==> config.mk <==
export PLATFORM = sky130hd
export DESIGN_NAME = sram_arbiter
export DESIGN_NICKNAME = d
export VERILOG_FILES = /design/src/rtl/sram_arbiter.sv
export SDC_FILE = /design/constraint.sdc
export NUM_CORES = 1
export LEC_CHECK = 0
export CAP_MARGIN = 20
export CORE_UTILIZATION = 46
export CTS_BUF_LIST = sky130_fd_sc_hd__clkbuf_8 sky130_fd_sc_hd__clkbuf_16
export CTS_CLUSTER_SIZE = 24
export DETAILED_ROUTE_END_ITERATION = 10
export GPL_ROUTABILITY_DRIVEN = 0
export HOLD_SLACK_MARGIN = 0.08
export PLACE_DENSITY = 0.95
export SETUP_SLACK_MARGIN = 0.02
export SYNTH_ARGS = -nofsm -noshare
export SYNTH_HDL_FRONTEND = slang
export SYNTH_SLANG_ARGS = --single-unit
==> constraint.sdc <==
create_clock -name clk_sys -period 3.4 [get_ports clk_sys]
set_input_delay 0.68 -clock clk_sys [delete_from_list [all_inputs] [get_ports clk_sys]]
set_output_delay 0.68 -clock clk_sys [all_outputs]
set_load 0.01 [all_outputs]
==> src/rtl/sram_arbiter.sv <==
// sram_arbiter: shares one external async SRAM (ADDR_W-bit address, 8-bit data)
// between port A (Oric core RAM, priority) and port B (aux disk/tape buffer).
// Each access runs IDLE -> ACC (ACCESS_CYCLES clocks) -> DONE (1 clock) -> IDLE.
// Optional feature macro: SRAM_WP_EN - writes at addr >= WP_BASE complete and ack
// but never strobe the SRAM (ROM shadow protection).
// Ports:
//   clk_sys, reset_n                 clock, async active-low reset
//   a_req/a_we/a_addr/a_wdata        port A request (level, held until a_ack)
//   a_rdata/a_ack                    port A read data (held) / one-clock done pulse
//   b_*                              same as port A, for port B
//   sram_a/sram_we_n/sram_dq_o       SRAM address, write strobe, write data
//   sram_dq_oe/sram_dq_i             data drive enable (top builds tristate), read data
//   busy                             access in progress (state != IDLE)
module sram_arbiter #(
    parameter int unsigned     ADDR_W        = 19,
    parameter int unsigned     ACCESS_CYCLES = 2,
    parameter int unsigned     STARVE_MAX    = 8,
    parameter logic [ADDR_W-1:0] WP_BASE     = ADDR_W'(20'h0C000)
) (
    input  logic              clk_sys,
    input  logic              reset_n,
    input  logic              a_req,
    input  logic              a_we,
    input  logic [ADDR_W-1:0] a_addr,
    input  logic [7:0]        a_wdata,
    output logic [7:0]        a_rdata,
    output logic              a_ack,
    input  logic              b_req,
    input  logic              b_we,
    input  logic [ADDR_W-1:0] b_addr,
    input  logic [7:0]        b_wdata,
    output logic [7:0]        b_rdata,
    output logic              b_ack,
    output logic [ADDR_W-1:0] sram_a,
    output logic              sram_we_n,
    output logic [7:0]        sram_dq_o,
    output logic              sram_dq_oe,
    input  logic [7:0]        sram_dq_i,
    output logic              busy
);

    localparam int unsigned CNT_W = (ACCESS_CYCLES > 1) ? $clog2(ACCESS_CYCLES) : 1;
    localparam int unsigned ST_W  = $clog2(STARVE_MAX + 1);
    localparam logic [CNT_W-1:0] ACC_LAST = CNT_W'(ACCESS_CYCLES - 1);
    localparam logic [ST_W-1:0]  ST_MAX   = ST_W'(STARVE_MAX);
`ifdef SRAM_WP_EN
    localparam bit WP_EN = 1'b1;
`else
    localparam bit WP_EN = 1'b0;
`endif

    typedef enum logic [1:0] {S_IDLE, S_ACC, S_DONE} state_t;

    state_t            state_q, state_d;
    logic [CNT_W-1:0]  acc_cnt_q, acc_cnt_d;
    logic [ST_W-1:0]   starve_q, starve_d;
    logic              sel_b_q, sel_b_d;    // owner of the current access
    logic              wr_q, wr_d;          // current access is a write
    logic              drive_q, drive_d;    // write actually reaches the SRAM
    logic [ADDR_W-1:0] sram_a_d;
    logic              sram_we_n_d, sram_dq_oe_d, a_ack_d, b_ack_d, busy_d;
    logic [7:0]        sram_dq_o_d, a_rdata_d, b_rdata_d;
    logic              grant_a, grant_b, win_we, wp_hit;
    logic [ADDR_W-1:0] win_addr;
    logic [7:0]        win_wdata;

    // State and output registers; reset aborts any access with strobes released
    always_ff @(posedge clk_sys or negedge reset_n) begin
        if (!reset_n) begin
            state_q    <= S_IDLE;
            acc_cnt_q  <= '0;
            starve_q   <= '0;
            sel_b_q    <= 1'b0;
            wr_q       <= 1'b0;
            drive_q    <= 1'b0;
            sram_a     <= '0;
            sram_we_n  <= 1'b1;
            sram_dq_o  <= '0;
            sram_dq_oe <= 1'b0;
            a_ack      <= 1'b0;
            b_ack      <= 1'b0;
            a_rdata    <= '0;
            b_rdata    <= '0;
            busy       <= 1'b0;
        end else begin
            state_q    <= state_d;
            acc_cnt_q  <= acc_cnt_d;
            starve_q   <= starve_d;
            sel_b_q    <= sel_b_d;
            wr_q       <= wr_d;
            drive_q    <= drive_d;
            sram_a     <= sram_a_d;
            sram_we_n  <= sram_we_n_d;
            sram_dq_o  <= sram_dq_o_d;
            sram_dq_oe <= sram_dq_oe_d;
            a_ack      <= a_ack_d;
            b_ack      <= b_ack_d;
            a_rdata    <= a_rdata_d;
            b_rdata    <= b_rdata_d;
            busy       <= busy_d;
        end
    end

    // Arbitration, access sequencing and next output values
    always_comb begin
        state_d      = state_q;
        acc_cnt_d    = acc_cnt_q;
        starve_d     = starve_q;
        sel_b_d      = sel_b_q;
        wr_d         = wr_q;
        drive_d      = drive_q;
        sram_a_d     = sram_a;
        sram_we_n_d  = 1'b1;
        sram_dq_o_d  = sram_dq_o;
        sram_dq_oe_d = 1'b0;
        a_ack_d      = 1'b0;
        b_ack_d      = 1'b0;
        a_rdata_d    = a_rdata;
        b_rdata_d    = b_rdata;

        // B wins when starved, or when A is not asking
        grant_b   = b_req && ((starve_q == ST_MAX) || !a_req);
        grant_a   = a_req && !grant_b;
        win_we    = grant_b ? b_we    : a_we;
        win_addr  = grant_b ? b_addr  : a_addr;
        win_wdata = grant_b ? b_wdata : a_wdata;
        wp_hit    = WP_EN && win_we && (win_addr >= WP_BASE);

        case (state_q)
            S_IDLE: begin
                if (grant_a || grant_b) begin
                    state_d      = S_ACC;
                    acc_cnt_d    = '0;
                    sel_b_d      = grant_b;
                    wr_d         = win_we;
                    drive_d      = win_we && !wp_hit;
                    sram_a_d     = win_addr;
                    sram_dq_o_d  = win_wdata;
                    sram_we_n_d  = !(win_we && !wp_hit);
                    sram_dq_oe_d = win_we && !wp_hit;
                    if (grant_b)
                        starve_d = '0;
                    else if (b_req && (starve_q != ST_MAX))
                        starve_d = starve_q + ST_W'(1);
                end
            end
            S_ACC: begin
                sram_we_n_d  = !drive_q;
                sram_dq_oe_d = drive_q;
                if (acc_cnt_q == ACC_LAST) begin
                    // Strobe rises into DONE; data keeps driving one more clock
                    state_d     = S_DONE;
                    sram_we_n_d = 1'b1;
                    a_ack_d     = !sel_b_q;
                    b_ack_d     = sel_b_q;
                    if (!wr_q) begin
                        if (sel_b_q) b_rdata_d = sram_dq_i;
                        else         a_rdata_d = sram_dq_i;
                    end
                end else begin
                    acc_cnt_d = acc_cnt_q + CNT_W'(1);
                end
            end
            S_DONE: begin
                state_d = S_IDLE;
            end
            default: begin
                state_d = S_IDLE;
            end
        endcase

        if (!b_req)
            starve_d = '0;

        busy_d = (state_d != S_IDLE);
    end

endmodule

# Yosys cells after proc, flatten, opt, wreduce, memory -nomap -nowiden
# Index checks and enable logic that the tools add are counted.
[totals]
reg_bits = 57
in_bits = 68
output_inout_bits = 48
elab_cells = 66
[classes]
addsub = 2
n_eq_ne = 7
muxes = 23
n_bitwise = 2
n_reduce_logical = 18
[op_table]
columns = ["operator", "count"]
rows = [
  ["$mux 4", 5],
  ["$mux 19", 1],
  ["$mux 1", 10],
  ["$mux 8", 1],
  ["$reduce_and 4->1", 2],
  ["$pmux 1 s2", 3],
  ["$logic_not 1->1", 5],
  ["$add 4x1->4 const B", 1],
  ["$eq 4x4->1 const B", 1],
  ["$mux 2", 2],
  ["$ne 2x1->1 const B", 2],
  ["$ne 4x4->1 const B", 1],
  ["$pmux 2 s2", 1],
  ["$reduce_and 2->1", 2],
  ["$reduce_bool 2->1", 2],
  ["$logic_and 1x1->1", 3],
  ["$ne 3x1->1 const B", 1],
  ["$reduce_and 3->1", 1],
  ["$eq 2x1->1 const B", 1],
  ["$logic_not 2->1", 1],
  ["$logic_or 1x1->1", 2],
  ["$ne 2x2->1 const B", 1],
  ["$not 1->1", 2],
  ["$add 1x1->1 const B", 1],
]

# Longest topological paths before layout
[logic_depth]
word_depth = 9
ltp_mapped = 6
mapped_depth_nobuf = 5

# Least setup slack after synthesis
# Ideal clock, no wire load.
[synth_timing]
path_type = "in2reg"
startpoint = "in a_req"
endpoint = "reg sram_a[0]"
setup_ps = 134
arrival_time_ps = 1619
required_time_ps = 3266
path_slack_ps = 1647
path_stages = 6
path_buffers = 3
cell_sequence = "buf_2 -> or2_2 -> buf_2 -> clkbuf_1 -> nand3_1 -> o211ai_1"
[synth_between]
elab_chain_len = 7
elab_cells_between_ends = 8
classes_between = "mux: 1; reduce/logical: 7"
[synth_rtl]
columns = ["element", "line_no", "rtl"]
rows = [
  ["start: declaration", "22", "input logic a_req,"],
  ["$logic_not 1->1", "122", "grant_b = b_req && ((starve_q == ST_MAX) || !a_req);"],
  ["$logic_or 1x1->1", "122", ""],
  ["$logic_and 1x1->1", "122", ""],
  ["$logic_not 1->1", "123", "grant_a = a_req && !grant_b;"],
  ["$logic_and 1x1->1", "123", ""],
  ["$logic_or 1x1->1", "131", "if (grant_a || grant_b) begin"],
  ["$reduce_and 2->1 (no source line)", "--", ""],
  ["end signal: assignment", "92", "sram_a <= sram_a_d;"],
  ["end: declaration", "34", "output logic [ADDR_W-1:0] sram_a,"],
]
# Parallel ways exist; a longest one is shown, timed or not.
# A chain may end at the register's enable or synchronous reset.

# Worst setup path in the final report
[layout_timing]
startpoint = "in a_req"
endpoint = "reg sram_a[2]"
# The elaborated chain is that of the path after synthesis.

==> results.tsv <==
metric	value	unit
r2r worst-path depth	6	
fmax	429.6	MHz
Post-CTS Setup Inserts	0	
Clock Power Share	19.7	%
Setup violations, final	0	
slew margin rel.	28.55	%
CTS Buf Count	9	
Post-Syn Area	2713	um2
area grow syn2layout	51.52	%
GRT Total Usage	25.29	%
cell count after synthesis	258	
top_reg_cell synth	dfrtp_1	
clock-pin slew on the worst setup and hold paths	60	ps
register share of total power	35.2	%
nets@finish	435	
Final Hold Vio Count	0	
syn_area_per_cell	10.51	um2
Cell Int Power	2.247	mW
TritonRoute pass-1 iters	4	
initial antenna violation count	0	
die height	78.79	um
worst skew pair latency	320	ps
final worst path period share	68.46	%
Max rail drop VDD	0.4428	mV
drt first-iter violations	169	
outcome	completed	
Vias	2545	
R2R Setup Slk	1470	ps
CTS tree	done	
crit end category	flop	
ANT cells	0	
combinational share of power	45.1	%
commonest non-fill, non-tap cell in the layout	clkdlybuf4s50_1	
final setup TNS	0	ps
clk_skew	11.22	ps
unrepaired setup endpoints after global routing	no	
GR Overflow Total	0	
post-DR wirelength/cell	16.73	um
Initial Util	48.37	%
Synth warnings	0	
Worst R2R Start	starve_q[0]	
CTS Buffer Depth	2	
Hold Crit Class	in -> async	
Post-DRT Antenna Nets	0	
sw frac	33.44	%
largest net degree at the start of global routing	39	
routed wire length	7395	um
CP required	3630	ps
PwrDens	821.3	nW/um2
vias per cell	5.758	
cells resized by post-CTS repair	0	
critical path class	in -> reg	
Async S/R FF share, synth	100.0	%
Placed Area	3877	um2
HPWL Detailed	5402	um
CP max FO	31	
drt drc	0	
final slew viol count	0	
Least-Margin Pin Slew	1071	ps
CTS root buf	clkbuf_8	
post-synthesis cell type count	35	
fillcell total	411	
standard-cell rows	27	
# H-tree levels	3	
post-synthesis sequential element count	57	
hold buffers post-CTS	0	
Leak Pwr	1.630	nW
sequential fraction of the synthesis area	52.63	%
Buffers on Ports	115	
R2R Path End	sram_a[2]	
Syn Nets	328	
switching power total	1.129	mW
Top-Level Pins	116	
Post-synth EDFFs	0	
Final min period	2328	ps
worst path arrival time	2560	ps
Max Cap Viol	0	
die width	78.79	um
layout cells sized above 1	12.43	%
CORE AREA	5608	um2
clock tree sinks	57	
vias in the first global route	2479	
commonest non-fill, non-tap cells in the layout	clkdlybuf4s50_1, dfrtp_1, nand4_1, o21ai_0, nand3_1	
first-pass GRT wire length	11870	um
critical path launch point type	input port	
Design Area, Final	4110	um2
die area	6208	um2
## state kept, by name (all words and copies together), names as in the netlist
signal	cells
sram_a	19
sel_b_q	1
sram_we_n	1
a_rdata	8
sram_dq_oe	1
a_ack	1
state_q	2
sram_dq_o	8
busy	1
b_ack	1
acc_cnt_q	1
drive_q	1
starve_q	4
b_rdata	8
## final cells by class
class                           count  area (um2)  share of cell area [%]
Sequential cell                    57        1428                   34.73
Clock inverter                      3       38.79                  0.9437
Timing Repair Buffer              122        1206                   29.35
Multi-Input combinational cell    169        1146                   27.88
Tap cell                           72       90.09                   2.192
Clock buffer                       13       178.9                   4.353
Inverter                            6       22.52                  0.5479
## cell usage after synthesis, drive strengths merged, types with 2 or more instances
master  count  area [um2]
mux2       16       191.4
nand2       4       15.01
nand3b      3       35.03
o21ai      32       163.9
buf        10       66.31
ha          2       25.02
o211ai     28       210.2
nand4      31       193.9
nand3      30       150.1
clkbuf     16       60.06
a21oi       3       15.01
inv         6       22.52
or2         2       12.52
dfrtp      56        1401
nor2        5       18.77
## logic make-up (layout without fill, tap and decap cells)
| kind of cell | Yosys count | count (layout) | synth area share [%] |
|---|---|---|---|
| and+or+nand+nor | 83 | 83 | 18.08 |
| muxes | 16 | 16 | 7.057 |
| buffers and inverters | 32 | 144 | 5.489 |
| DFF | 57 | 57 | 52.63 |
| AOI/OAI and AO/OA | 68 | 68 | 15.82 |
| adders and majority gates | 2 | 2 | 0.9224 |
## power groups by stage
stage	Sequential [mW]	Clock (mW)	Combinational, mW
after floorplan	1.28	0	0.662
after global placement	1.18	0	1.45
after detailed placement	1.19	0	1.51
after CTS	1.19	0.675	1.51
after global routing	1.22	0.708	1.65
final	1.19	0.664	1.52
## metal layers
layer	track usage [%]	wire [um]
met1	30.91	2964
met2	42.87	3803
met3	5.402	529
met4	11.30	97
met5	0	0
## stage by stage
stage / setup WS, ps / total power, mW / util [%] / hold slack, ps / instances
6_report: 1072 / 3.376 / 73.29 / 452.7 / 442
5_1_grt: 921.2 / 3.584 / 73.29 / 507.9 / 442
4_1_cts: 1177 / 3.374 / 73.03 / 466.8 / 441
3_5_place_dp: 838.2 / 2.704 / 69.14 / 492.8 / 425
3_3_place_gp: 961.9 / 2.624 / 69.14 / 487.9 / 425
2_1_floorplan: 1647 / 1.939 / - / 384.4 / 258
## worst max-delay path, stage by stage
cell,delay [ps]
clkdlybuf4s50_1,410
buf_4,200
nor2_2,830
o21ai_0,270
o211ai_1,160
## how the worst max path moves through the flow
stage	depth (start not counted)	start	endpoint	slack (ps)
finish	5	a_req	sram_a[2]	1070
global route	5	a_req	sram_a[2]	920
CTS	5	a_req	sram_a[2]	1180
detailed placement	5	a_req	sram_a[2]	840
global placement	6	a_req	sram_a[16]	960
floorplan	6	a_req	sram_a[0]	1650
Power figures use the tool's default switching activity.
